File: src/rtl/hilo_div_ctrl_pkg.sv
// hilo_div_ctrl_pkg: shared HI/LO divider constants (state encodings, handshake levels, bus types)
package hilo_div_ctrl_pkg;
  localparam int DATA_W = 32;
  typedef logic [DATA_W-1:0] RegBus;
  localparam RegBus ZeroWord = '0;
  localparam logic [1:0] FREE = 2'b00;
  localparam logic [1:0] BYZERO = 2'b01;
  localparam logic [1:0] ON = 2'b10;
  localparam logic [1:0] END = 2'b11;
  localparam logic DivStart = 1'b1;
  localparam logic DivStop = 1'b0;
  localparam logic DivResultReady = 1'b1;
  localparam logic DivResultNotReady = 1'b0;
endpackage

File: src/rtl/hilo_div_ctrl_if.sv
// hilo_div_ctrl_if: EX-stage divide request / HI/LO result bundle (master = issuer, slave = divider)
interface hilo_div_ctrl_if #(parameter int DATA_W = hilo_div_ctrl_pkg::DATA_W);
  logic start_i, signed_i, annul_i, busy_o, ready_o, hilo_we_o;
  logic [DATA_W-1:0] opdata1_i, opdata2_i, hi_o, lo_o;
  modport master (
    output start_i, signed_i, opdata1_i, opdata2_i, annul_i,
    input busy_o, ready_o, hilo_we_o, hi_o, lo_o
  );
  modport slave (
    input start_i, signed_i, opdata1_i, opdata2_i, annul_i,
    output busy_o, ready_o, hilo_we_o, hi_o, lo_o
  );
endinterface

File: src/rtl/hilo_div_step.sv
// hilo_div_step: one combinational radix-2 restoring division step on {rem, quo}
module hilo_div_step #(parameter int DATA_W = 32) (
  input logic [DATA_W-1:0] rem_i,
  input logic [DATA_W-1:0] quo_i,
  input logic [DATA_W-1:0] dvs_i,
  output logic [DATA_W-1:0] rem_o,
  output logic [DATA_W-1:0] quo_o
);
  logic [DATA_W:0] diff;
  assign diff = {rem_i, quo_i[DATA_W-1]} - {1'b0, dvs_i};
  assign rem_o = diff[DATA_W] ? {rem_i[DATA_W-2:0], quo_i[DATA_W-1]} : diff[DATA_W-1:0];
  assign quo_o = {quo_i[DATA_W-2:0], !diff[DATA_W]};
endmodule

File: src/rtl/hilo_div_ctrl.sv
// hilo_div_ctrl: multi-cycle DIV/DIVU sequencer writing HI=rem, LO=quo; HILO_DIV_EARLY_EN adds early-out when |dividend| < |divisor|
module hilo_div_ctrl #(
  parameter int DATA_W = hilo_div_ctrl_pkg::DATA_W,
  parameter int CNT_W = 6
) (
  input logic clk,
  input logic rst,
  hilo_div_ctrl_if.slave div
);
  import hilo_div_ctrl_pkg::*;
  logic [1:0] state_q, state_d;
  logic [CNT_W-1:0] cnt_q, cnt_d;
  logic [DATA_W-1:0] rem_q, rem_d, quo_q, quo_d, dvs_q, dvs_d, hi_q, hi_d, lo_q, lo_d;
  logic neg_rem_q, neg_rem_d, neg_quo_q, neg_quo_d, we_q;
  logic [DATA_W-1:0] a_mag, b_mag, rem_n, quo_n;
  logic accept, early, last;
  assign accept = rst && state_q == FREE && div.start_i == DivStart && !div.annul_i;
  assign a_mag = div.signed_i && div.opdata1_i[DATA_W-1] ? -div.opdata1_i : div.opdata1_i;
  assign b_mag = div.signed_i && div.opdata2_i[DATA_W-1] ? -div.opdata2_i : div.opdata2_i;
  assign last = cnt_q == CNT_W'(DATA_W - 1);
  hilo_div_step #(.DATA_W(DATA_W)) u_step (
    .rem_i(rem_q), .quo_i(quo_q), .dvs_i(dvs_q), .rem_o(rem_n), .quo_o(quo_n)
  );
`ifdef HILO_DIV_EARLY_EN
  logic [DATA_W-1:0] cmp_rem, cmp_quo;
  hilo_div_step #(.DATA_W(DATA_W)) u_cmp (
    .rem_i(a_mag >> 1), .quo_i({a_mag[0], {(DATA_W-1){1'b0}}}), .dvs_i(b_mag),
    .rem_o(cmp_rem), .quo_o(cmp_quo)
  );
  assign early = !cmp_quo[0];
`else
  assign early = 1'b0;
`endif
  always_comb begin
    state_d = state_q;
    cnt_d = cnt_q;
    rem_d = rem_q;
    quo_d = quo_q;
    dvs_d = dvs_q;
    neg_rem_d = neg_rem_q;
    neg_quo_d = neg_quo_q;
    hi_d = hi_q;
    lo_d = lo_q;
    if (state_q == FREE) begin
      if (accept) begin
        rem_d = '0;
        quo_d = a_mag;
        dvs_d = b_mag;
        neg_rem_d = div.signed_i && div.opdata1_i[DATA_W-1];
        neg_quo_d = div.signed_i && (div.opdata1_i[DATA_W-1] ^ div.opdata2_i[DATA_W-1]);
        cnt_d = '0;
        state_d = b_mag == '0 ? BYZERO : early ? END : ON;
        hi_d = b_mag != '0 && early ? div.opdata1_i : '0;
        lo_d = '0;
      end
    end else if (state_q == END) begin
      state_d = div.start_i == DivStart ? END : FREE;
    end else if (div.annul_i) begin
      state_d = FREE;
    end else if (state_q == BYZERO) begin
      state_d = END;
    end else begin
      rem_d = rem_n;
      quo_d = quo_n;
      cnt_d = cnt_q + 1'b1;
      state_d = last ? END : ON;
      hi_d = last ? (neg_rem_q ? -rem_n : rem_n) : hi_q;
      lo_d = last ? (neg_quo_q ? -quo_n : quo_n) : lo_q;
    end
  end
  always_ff @(posedge clk or negedge rst) begin
    if (!rst) begin
      state_q <= FREE;
      cnt_q <= '0;
      rem_q <= '0;
      quo_q <= '0;
      dvs_q <= '0;
      neg_rem_q <= 1'b0;
      neg_quo_q <= 1'b0;
      hi_q <= '0;
      lo_q <= '0;
      we_q <= 1'b0;
    end else begin
      state_q <= state_d;
      cnt_q <= cnt_d;
      rem_q <= rem_d;
      quo_q <= quo_d;
      dvs_q <= dvs_d;
      neg_rem_q <= neg_rem_d;
      neg_quo_q <= neg_quo_d;
      hi_q <= hi_d;
      lo_q <= lo_d;
      we_q <= state_d == END && state_q != END;
    end
  end
  assign div.busy_o = accept || state_q == BYZERO || state_q == ON;
  assign div.ready_o = state_q == END ? DivResultReady : DivResultNotReady;
  assign div.hilo_we_o = we_q;
  assign div.hi_o = hi_q;
  assign div.lo_o = lo_q;
endmodule
File: src/flat_wrapper.sv
// flat-port wrapper written by rule: the top's interface ports become plain ports
module hilo_div_ctrl_flat import hilo_div_ctrl_pkg::*;
#(
  parameter int DATA_W = hilo_div_ctrl_pkg::DATA_W,
  parameter int CNT_W = 6
)
  (clk, rst, div_start_i, div_signed_i, div_opdata1_i, div_opdata2_i, div_annul_i, div_busy_o, div_ready_o, div_hilo_we_o, div_hi_o, div_lo_o);
  hilo_div_ctrl_if #(.DATA_W(DATA_W)) div_i ();
  input logic clk;
  input logic rst;
  input wire logic [$bits(div_i.start_i)-1:0] div_start_i;
  input wire logic [$bits(div_i.signed_i)-1:0] div_signed_i;
  input wire logic [$bits(div_i.opdata1_i)-1:0] div_opdata1_i;
  input wire logic [$bits(div_i.opdata2_i)-1:0] div_opdata2_i;
  input wire logic [$bits(div_i.annul_i)-1:0] div_annul_i;
  output wire logic [$bits(div_i.busy_o)-1:0] div_busy_o;
  output wire logic [$bits(div_i.ready_o)-1:0] div_ready_o;
  output wire logic [$bits(div_i.hilo_we_o)-1:0] div_hilo_we_o;
  output wire logic [$bits(div_i.hi_o)-1:0] div_hi_o;
  output wire logic [$bits(div_i.lo_o)-1:0] div_lo_o;
  assign div_i.start_i = div_start_i;
  assign div_i.signed_i = div_signed_i;
  assign div_i.opdata1_i = div_opdata1_i;
  assign div_i.opdata2_i = div_opdata2_i;
  assign div_i.annul_i = div_annul_i;
  assign div_busy_o = div_i.busy_o;
  assign div_ready_o = div_i.ready_o;
  assign div_hilo_we_o = div_i.hilo_we_o;
  assign div_hi_o = div_i.hi_o;
  assign div_lo_o = div_i.lo_o;
  hilo_div_ctrl #(.DATA_W(DATA_W), .CNT_W(CNT_W)) u_core (.clk(clk), .rst(rst), .div(div_i));
endmodule
File: config.mk
export PLATFORM = sky130hd
export DESIGN_NAME = hilo_div_ctrl_flat
export DESIGN_NICKNAME = d
export VERILOG_FILES = /design/src/rtl/hilo_div_ctrl_pkg.sv /design/src/rtl/hilo_div_ctrl_if.sv /design/src/rtl/hilo_div_step.sv /design/src/rtl/hilo_div_ctrl.sv /design/src/flat_wrapper.sv
export SDC_FILE = /design/constraint.sdc
export NUM_CORES = 1
export LEC_CHECK = 0
export CORE_ASPECT_RATIO = 1.25
export CORE_MARGIN = 2
export CORE_UTILIZATION = 45
export DETAILED_ROUTE_END_ITERATION = 8
export PLACE_DENSITY_LB_ADDON = 0.08
export SYNTH_ARGS = -nofsm -noshare
export SYNTH_HDL_FRONTEND = slang
export SYNTH_SLANG_ARGS = --single-unit
File: constraint.sdc
create_clock -name clk -period 4.8 [get_ports clk]
set_input_delay 0.96 -clock clk [delete_from_list [all_inputs] [get_ports clk]]
set_output_delay 0.96 -clock clk [all_outputs]
set_load 0.02 [all_outputs]
==> impl_metrics.py, run 1 <==
metrics = {
    "status": {
        "status": "finished clean",
    },
    "synthesis": {
        "yosysTopAreaCell": "dfrtp_1",
        "yosys-top-cells-area": "dfrtp_1 35%, nand2_1 7.2%, o21ai_0 6.6%",
        "avgSynthCellArea_um2": 8.08,
        "synth-edff-count": 0,
        "yosysWarningCount": 0,
        "ys_types": 84,
        "synth_seq_area_share_pct": 35.2,
        "syn_area_um2": 12100,
        "synth_ff_type": "dfrtp_1",
        "netlist_instances": 1503,
        "synth_fp_nets": 1610,
        "synth_top_area_share_pct": 35.2,
        "synth.most_common_cell": "nand2_1",
        "synth-seq-cells": 171,
        "ys_async_sr_fraction_pct": 100,
        "synthTopCellsByCount": "234 x nand2_1, 171 x dfrtp_1, 159 x o21ai_0",
    },
    "cts": {
        "h-tree-depth": 4,
        "clk_pin_slew_ns": 0.07,
        "holdBufCountCts": 0,
        "cts_buffer_depth": 2,
        "cts_made_buffers": 17,
        "clock-root-buffer": "clkbuf_16",
        "cts_num_sinks": 171,
        "worst_skew_pair.late_latency_ns": 0.45,
        "cts_tree": "done",
    },
    "floorplanning": {
        "die_area_um2": 28300,
        "die_w_um": 151,
        "core-area_um2": 26700,
        "pin_count": 136,
        "die_h_um": 188,
        "rows": 67,
        "initial_utilization_pct": 45.6,
    },
    "drt": {
        "drcViolationCount": 0,
        "via_count": 11400,
        "post_drt_wl_per_cell_um": 18.7,
        "drt_first_pass_iters": 5,
        "ant_nets": 0,
        "via_per_inst": 5.77,
        "finalWirelength_mm": 36.8,
        "drtIter0Drc": 557,
    },
    "final_layout": {
        "fillCellCount": 2557,
        "n_antenna_cell": 0,
        "final_core_util_pct": 54.6,
        "nNetsFinal": 1719,
        "syn_to_final_growth_pct": 19.9,
        "stdcell_count": 1970,
        "layout-drive-gt1-share_pct": 6.89,
    },
    "timing": {
        "final.min_clock_period_ns": 4.52,
        "max_freq_mhz": 221,
        "drv_slew": 0,
        "post-route-period-util_pct": 94.2,
        "hold_viol": 0,
        "fin_setup_tns_ns": 0,
        "setup_viol": 0,
        "worst_pin_slew_ns": 1.07,
        "worst_clock_skew_ns": 0.0114,
        "max_slew_margin_pct": 28.4,
        "fin_hold_ws_ns": 0.354,
        "rsz0062_at_grt": "false",
    },
    "pwr": {
        "pwr_density_cell_nw_per_um2": 313,
        "finalPower_mw": 4.56,
        "switchingPower_mw": 1.62,
        "p_leak_nw": 6.03,
        "power.internal_mw": 2.94,
        "ir_drop_uv": 192,
        "p_comb_share_pct": 29.3,
        "p_seq_share_pct": 37.7,
        "clkPwrFrac_pct": 33.1,
        "swShare_pct": 35.4,
    },
    "global_routing": {
        "grt_max_degree": 155,
        "first_global_vias": 11000,
        "antenna_found_initial": 0,
        "grt_pass1_wl_mm": 58.8,
        "grt.overflow.total": 0,
        "grt_usage_pct": 26.5,
    },
    "worst_setup_path": {
        "start_kind": "flip-flop",
        "crit_family": "compound AO/OA/AOI/OAI gates",
        "crit_fanout": 29,
        "path_cells": "ha_1 > fa_1 > nor2b_4 > o31a_4 > o41ai_4 > o41ai_4 > nand3_2 > a31o_1 > nand2_8 > buf_4 > inv_4 > buf_4 > o41ai_4 > nand3_2 > o31ai_2 > xor2_1 > o21ai_1",
        "path_buf_inv": 3,
        "arrival_ns": 4.82,
        "cp_slowest_cell": "o41ai_4",
        "cpPeakStageDelay_ns": 0.47,
        "path_class": "flip-flop to flip-flop",
        "crit_required_ns": 5.10,
        "end_kind": "flip-flop",
        "cp_common_cell": "o41ai_4",
    },
    "placement": {
        "port-buffer-count": 135,
        "post-place-cells": 1936,
        "dp_hpwl_mm": 27.5,
        "place_congestion": 0.913,
    },
    "job": {
        "max_cap_violations": 0,
    },
    "worst_hold_path": {
        "worstHoldPathType": "input pin to async pin",
    },
}
## cells by family (layout without fill, tap and decap cells)
kind of cell	after synthesis	in the layout	share of synthesized area, %
simple gates	525	525	20.1
compound gates	460	460	23.4
flops	171	171	35.2
xor+xnor	152	152	11.0
buf+inv	135	257	4.50
fa+ha+maj	38	38	3.98
mux	22	22	1.84
## timing repair
action | 4_1_cts | 5_1_grt
buffers inserted | 0 | 2
resized for setup | 0 | 7
endpoints found under the setup margin | 0 | 10
endpoints found under the hold margin | 0 | 0
## final cells by class
| class | count | area, um2 | share of cell area, % |
|---|---|---|---|
| inverter | 53 | 201 | 1.38 |
| sequential | 171 | 4280 | 29.4 |
| multi-input combinational | 1197 | 7370 | 50.7 |
| clock buffer | 19 | 443 | 3.04 |
| tap | 345 | 432 | 2.97 |
| timing repair buffer | 172 | 1640 | 11.3 |
| clock inverter | 13 | 183 | 1.26 |
## stage by stage
stage	cell area (um2)	setup slack, ns
final	14600	0.281
after floorplan	12100	0.160
after detailed placement	13900	0.108
after global routing	14600	0.0294
after CTS	14500	0.0914
after global placement	13900	0.243
## layer usage
layer  track usage, %  share of wire, %  vias to the layer above
li1                 -                 -                     5534
met1             30.6                40                     5480
met2             48.5                53                      278
met3             3.26               2.9                       71
met4             11.8               4.0                        0
met5                0                 0                        -
## final timing paths
kind                                    startpoint                  end  slack [ns]  cells after the start
worst max-delay path               u_core.dvs_q[0]  u_core.div.hi_o[31]        0.28                     17
worst min-delay path                           rst     u_core.dvs_q[16]        0.35                      1
worst max register to register     u_core.dvs_q[0]  u_core.div.hi_o[31]        0.28                     17
worst min register to register  u_core.div.hi_o[6]   u_core.div.hi_o[6]        0.48                      2
max in group asynchronous                      rst   u_core.div.hi_o[9]        3.31                      2
min in group clk                u_core.div.hi_o[6]   u_core.div.hi_o[6]        0.48                      2
## cells in the final DEF, fill, tap and decap left out, types with 10 or more instances in the layout
cell	count
clkbuf_16	17
or4_1	10
nand2_1	232
inv_1	52
buf_4	36
o21ai_0	158
a21oi_1	113
nand2b_1	10
o22ai_1	27
nand4_1	16
nor2_1	110
nand3_1	24
a31oi_1	13
or3_1	10
and2_1	10
o21ai_1	31
xor2_1	72
nor4_1	17
mux2i_1	19
ha_1	36
nor3_1	39
clkdlybuf4s50_1	134
xnor2_1	80
a21o_1	10
dfrtp_1	171
o31ai_1	19
## flip-flops by register name, indices dropped and copies added (netlist names)
register,cells
u_core.cnt_q,6
u_core.div.hi_o,32
u_core.div.hilo_we_o,1
u_core.div.lo_o,32
u_core.dvs_q,32
u_core.neg_quo_q,1
u_core.neg_rem_q,1
u_core.quo_q,32
u_core.rem_q,32
u_core.state_q,2
## power groups by stage
stage                     registers (mW)  clock network (mW)  logic, mW
after global placement              1.74                   0       1.32
after floorplan                     1.69                   0      0.928
after global routing                1.74                1.59       1.48
after CTS                           1.71                1.54       1.33
after detailed placement            1.74                   0       1.32
final                               1.72                1.51       1.33
No activity file was read; power rests on OpenSTA's default activity.
==> inputs of run 2 (changes only) <==
--- a/constraint.sdc
+++ b/constraint.sdc
@@ -3,2 +3,2 @@
 set_output_delay 0.96 -clock clk [all_outputs]
-set_load 0.02 [all_outputs]
+set_load 0.005 [all_outputs]
==> impl_metrics.py, run 2 (synthesized netlist as in run 1, its figures left out) <==
metrics = {
    "placement": {
        "dp_hpwl_mm": 27.5,
        "post-place-ws_ns": 0.120,
        "place_congestion": 0.913,
        "port-buffer-count": 135,
        "place_area_um2": 13900,
        "post-place-cells": 1936,
    },
    "final_layout": {
        "fillCellCount": 2552,
        "syn_to_final_growth_pct": 19.9,
        "regArea_um2": 4280,
        "stdcell_count": 1969,
        "multi_input_area_um2": 7370,
        "final_cell_mix": "232 x nand2_1, 171 x dfrtp_1, 158 x o21ai_0",
        "layout-drive-gt1-share_pct": 6.90,
        "final_common_cell": "nand2_1",
        "final_core_util_pct": 54.6,
        "nNetsFinal": 1718,
        "final_cell_area_um2": 14600,
        "n_antenna_cell": 0,
    },
    "drt": {
        "drtIter0Drc": 677,
        "drt_first_pass_iters": 5,
        "via_count": 11300,
        "ant_nets": 0,
        "drcViolationCount": 0,
        "post_drt_wl_per_cell_um": 18.5,
        "via_per_inst": 5.76,
        "finalWirelength_mm": 36.5,
    },
    "timing": {
        "fin_hold_ws_ns": 0.360,
        "max_slew_margin_pct": 27.4,
        "fin_setup_tns_ns": 0,
        "setup_viol": 0,
        "post-route-period-util_pct": 93.1,
        "finalWorstSetupSlack_ns": 0.331,
        "hold_viol": 0,
        "rsz0062_at_grt": "false",
        "drv_slew": 0,
        "worst_pin_slew_ns": 1.09,
        "max_freq_mhz": 224,
        "worst_clock_skew_ns": 0.0166,
        "final.min_clock_period_ns": 4.47,
    },
    "cts": {
        "cts_num_sinks": 171,
        "h-tree-depth": 4,
        "worst_skew_pair.late_latency_ns": 0.44,
        "cts_made_buffers": 17,
        "cts_buffer_depth": 2,
        "holdBufCountCts": 0,
        "clock-root-buffer": "clkbuf_16",
        "cts_tree": "done",
        "clk_pin_slew_ns": 0.07,
    },
    "floorplanning": {
        "initial_utilization_pct": 45.6,
        "rows": 67,
        "die_area_um2": 28300,
        "core-area_um2": 26700,
        "die_w_um": 151,
        "pin_count": 136,
        "die_h_um": 188,
    },
    "worst_setup_path": {
        "crit_family": "compound AO/OA/AOI/OAI gates",
        "path_buf_inv": 0,
        "path_class": "flip-flop to flip-flop",
        "start_kind": "flip-flop",
        "cp_common_cell": "o21ai_1",
        "end_kind": "flip-flop",
        "cpPeakStageDelay_ns": 0.44,
        "crit_fanout": 6,
        "cp_slowest_cell": "fa_1",
        "arrival_ns": 4.77,
        "crit_required_ns": 5.10,
        "path_cells": "ha_1 > fa_1 > nor2b_4 > o31a_4 > o41ai_4 > o41ai_4 > nand3_2 > a31o_1 > nand2_8 > nand2_1 > o21ai_1 > ha_2 > nand3_1 > nor4b_4 > nand2_2 > nor3b_2 > o221ai_1 > o21ai_1 > xor2_1 > o21ai_1",
    },
    "pwr": {
        "p_comb_share_pct": 29.3,
        "clkPwrFrac_pct": 32.9,
        "pwr_density_cell_nw_per_um2": 312,
        "swShare_pct": 35.5,
        "switchingPower_mw": 1.61,
        "p_leak_nw": 6.02,
        "finalPower_mw": 4.55,
        "ir_drop_uv": 229,
        "p_seq_share_pct": 37.8,
        "power.internal_mw": 2.93,
    },
    "global_routing": {
        "grt_usage_pct": 26.5,
        "first_global_vias": 11200,
        "grt_max_degree": 156,
        "grt_pass1_wl_mm": 58.9,
        "antenna_found_initial": 0,
        "grt.overflow.total": 0,
    },
    "status": {
        "status": "finished clean",
    },
    "job": {
        "max_cap_violations": 0,
    },
    "worst_hold_path": {
        "worstHoldPathType": "input pin to async pin",
    },
}
run 2: worst reg2reg max path, cell delays in order, from the launching register on:
cell	delay, ns
dfrtp_1	0.38
ha_1	0.22
fa_1	0.44
nor2b_4	0.17
o31a_4	0.17
o41ai_4	0.10
o41ai_4	0.39
nand3_2	0.19
a31o_1	0.29
nand2_8	0.11
nand2_1	0.06
o21ai_1	0.14
ha_2	0.27
nand3_1	0.12
nor4b_4	0.29
nand2_2	0.13
nor3b_2	0.25
o221ai_1	0.18
o21ai_1	0.20
xor2_1	0.16
o21ai_1	0.07
run 2: layout make-up:
type | count | share of cell area [%]
Multi-Input combinational cell | 1197 | 50.7
Sequential cell | 171 | 29.4
Timing Repair Buffer | 171 | 11.3
Tap cell | 345 | 2.96
Clock buffer | 17 | 2.92
Clock inverter | 15 | 1.43
Inverter | 53 | 1.38
run 2: final timing paths:
| path | startpoint | endpoint | slack (ns) | depth (start not counted) |
|---|---|---|---|---|
| max | u_core.dvs_q[0] | u_core.div.hi_o[24] | 0.33 | 20 |
| min | rst | u_core.dvs_q[18] | 0.36 | 1 |
| max reg2reg | u_core.dvs_q[0] | u_core.div.hi_o[24] | 0.33 | 20 |
| min reg2reg | u_core.dvs_q[5] | u_core.dvs_q[5] | 0.48 | 2 |
| max in group asynchronous | rst | u_core.rem_q[18] | 3.26 | 2 |
| min in group clk | u_core.dvs_q[5] | u_core.dvs_q[5] | 0.48 | 2 |
run 2: metal layers:
metal / track usage [%] / routed length [um]
met5: 0 / 0
met1: 30.6 / 14400
met4: 10.9 / 1470
met2: 48.9 / 19400
met3: 2.92 / 1130
run 2: what timing repair did:
action,CTS,global route
gates resized for setup,0,8
setup endpoints to repair,0,11
hold endpoints to repair,0,0
buffers inserted,0,1
run 2: power by group through the flow:
stage | clock network [mW] | registers, mW | logic [mW]
after floorplan | 0 | 1.69 | 0.927
after global placement | 0 | 1.74 | 1.32
after detailed placement | 0 | 1.74 | 1.32
after CTS | 1.52 | 1.71 | 1.33
after global routing | 1.59 | 1.74 | 1.48
final | 1.50 | 1.72 | 1.33
==> inputs of run 3 (changes only) <==
GPL_TIMING_DRIVEN = 0   (was default)
==> impl_metrics.py, run 3 (synthesized netlist as in run 1, its figures left out) <==
metrics = {
    "status": {
        "status": "finished clean",
    },
    "pwr": {
        "swShare_pct": 36.0,
        "clkPwrFrac_pct": 30.2,
        "pwr_density_cell_nw_per_um2": 303,
        "p_leak_nw": 6.06,
        "p_comb_share_pct": 31.5,
        "ir_drop_uv": 221,
        "p_seq_share_pct": 38.2,
        "power.internal_mw": 2.87,
        "switchingPower_mw": 1.61,
    },
    "worst_setup_path": {
        "end_kind": "flip-flop",
        "cp_slowest_cell": "dfrtp_1",
        "crit_required_ns": 5.11,
        "reg2reg_depth": 23,
        "reg2reg_slack_ns": 0.17,
        "path_buf_inv": 5,
        "crit_family": "compound AO/OA/AOI/OAI gates",
        "r2r-end": "u_core.div.hi_o[24]",
        "timing.rr.start": "u_core.rem_q[2]",
        "critPathLaunch": "u_core.rem_q[2]",
        "start_kind": "flip-flop",
        "path_cells": "ha_1 > o21a_1 > o31a_4 > o41ai_4 > o41ai_4 > nand3_2 > buf_4 > nand4_4 > nand2_8 > buf_8 > buf_8 > nand2_1 > o21ai_4 > ha_4 > buf_6 > nand4_1 > nor3_2 > buf_4 > and3_4 > o221ai_2 > o21ai_1 > xor2_1 > o21ai_1",
        "path_class": "flip-flop to flip-flop",
        "arrival_ns": 4.94,
        "cpPeakStageDelay_ns": 0.49,
        "crit_fanout": 7,
    },
    "global_routing": {
        "use_met1_pct": 31.6,
        "grt.overflow.total": 0,
        "antenna_found_initial": 0,
        "first_global_vias": 11800,
        "grt_usage_pct": 28.3,
        "grt_pass1_wl_mm": 62.2,
        "grt_util_met3_pct": 3.89,
        "use_met2_pct": 51.5,
        "grt.busiest_layer": "met2",
        "grt_max_degree": 89,
    },
    "drt": {
        "drcViolationCount": 0,
        "via_per_inst": 5.81,
        "drt_first_pass_iters": 5,
        "ant_nets": 0,
        "finalWirelength_mm": 39.2,
        "drtIter0Drc": 559,
        "post_drt_wl_per_cell_um": 19.3,
        "via_count": 11800,
    },
    "timing": {
        "rsz0062_at_grt": "false",
        "drv_slew": 0,
        "hold_viol": 0,
        "post-route-period-util_pct": 96.4,
        "final.min_clock_period_ns": 4.63,
        "worst_clock_skew_ns": 0.00827,
        "finalWorstSetupSlack_ns": 0.172,
        "max_slew_margin_pct": 12.8,
        "max_freq_mhz": 216,
        "fin_setup_tns_ns": 0,
        "setup_viol": 0,
        "worst_pin_slew_ns": 1.30,
    },
    "placement": {
        "post-place-cells": 1977,
        "place_congestion": 0.926,
        "port-buffer-count": 128,
        "post-place-ws_ns": -1.10,
        "dp_hpwl_mm": 30.5,
    },
    "cts": {
        "worst_skew_pair.late_latency_ns": 0.44,
        "cts_tree": "done",
        "clk_pin_slew_ns": 0.07,
        "cts_num_sinks": 171,
        "cts_buffer_depth": 2,
        "cts_made_buffers": 17,
        "clock-root-buffer": "clkbuf_16",
        "h-tree-depth": 4,
    },
    "floorplanning": {
        "die_area_um2": 28300,
        "rows": 67,
        "initial_utilization_pct": 45.6,
        "pin_count": 136,
        "core-area_um2": 26700,
        "die_h_um": 188,
        "die_w_um": 151,
    },
    "final_layout": {
        "final_cell_mix": "233 x nand2_1, 169 x dfrtp_1, 157 x o21ai_0",
        "layout-drive-gt1-share_pct": 7.07,
        "nNetsFinal": 1778,
        "final_common_cell": "nand2_1",
        "n_antenna_cell": 0,
        "stdcell_count": 2028,
        "syn_to_final_growth_pct": 21.5,
    },
    "worst_hold_path": {
        "worstHoldPathType": "flip-flop to flip-flop",
        "hp-start": "u_core.dvs_q[4]",
        "min_to": "u_core.dvs_q[4]",
        "whs_path_depth": 2,
    },
    "job": {
        "max_cap_violations": 0,
    },
}
-- run 3: power groups by stage --
stage                     logic, mW  registers [mW]  clock network [mW]
final                          1.41            1.71                1.35
after global routing           1.57            1.73                1.43
after CTS                      1.38            1.71                1.37
after detailed placement       1.32            1.74                   0
after global placement         1.31            1.73                   0
after floorplan               0.927            1.69                   0
-- run 3: area by class of cell --
cell class / instances / area (um2)
buffer: 81 / 370
clock buffer: 22 / 464
clock inverter: 9 / 88.8
fill: 2550 / 11900
inverter: 53 / 201
multi-input combinational: 1197 / 7440
sequential: 171 / 4280
tap: 345 / 432
timing repair buffer: 150 / 1480
-- run 3: worst max-delay path by stage --
stage                               end  slack [ns]  depth (start not counted)
floorplan           u_core.div.hi_o[24]        0.16                         24
global placement             div_busy_o       -6.13                          7
detailed placement  u_core.div.hi_o[24]       -1.10                         24
CTS                 u_core.div.hi_o[24]      -0.009                         24
global route        u_core.div.hi_o[24]       0.005                         23
finish              u_core.div.hi_o[24]        0.17                         23
-- run 3: repair_timing --
item	4_1_cts	5_1_grt
hold buffers	0	0
resized for setup	23	17
endpoints found under the setup margin	16	13
pin swaps	16	15
buffers inserted	12	9
-- run 3: through the flow --
stage	util, %	area [um2]	power, mW	hold WS [ns]
detailed placement	52.1	13900	3.06	0.470
global placement	52.0	13900	3.04	0.464
CTS	54.8	14600	4.46	0.485
finish	55.3	14800	4.48	0.477
floorplan	-	12100	2.62	0.450
global route	55.3	14800	4.72	0.504
-- run 3: worst min-delay path: cells and delay by family (launching register included) --
family | cells | cell delay [ns]
DFF | 1 | 0.34
AOI/OAI and AO/OA | 1 | 0.06
and+or+nand+nor | 1 | 0.04
-- run 3: metal layers --
layer	vias to the layer above	part of all wire [%]
met1	5677	39
met3	98	3.6
met4	0	5.1
met2	329	53
met5	-	0
li1	5670	-
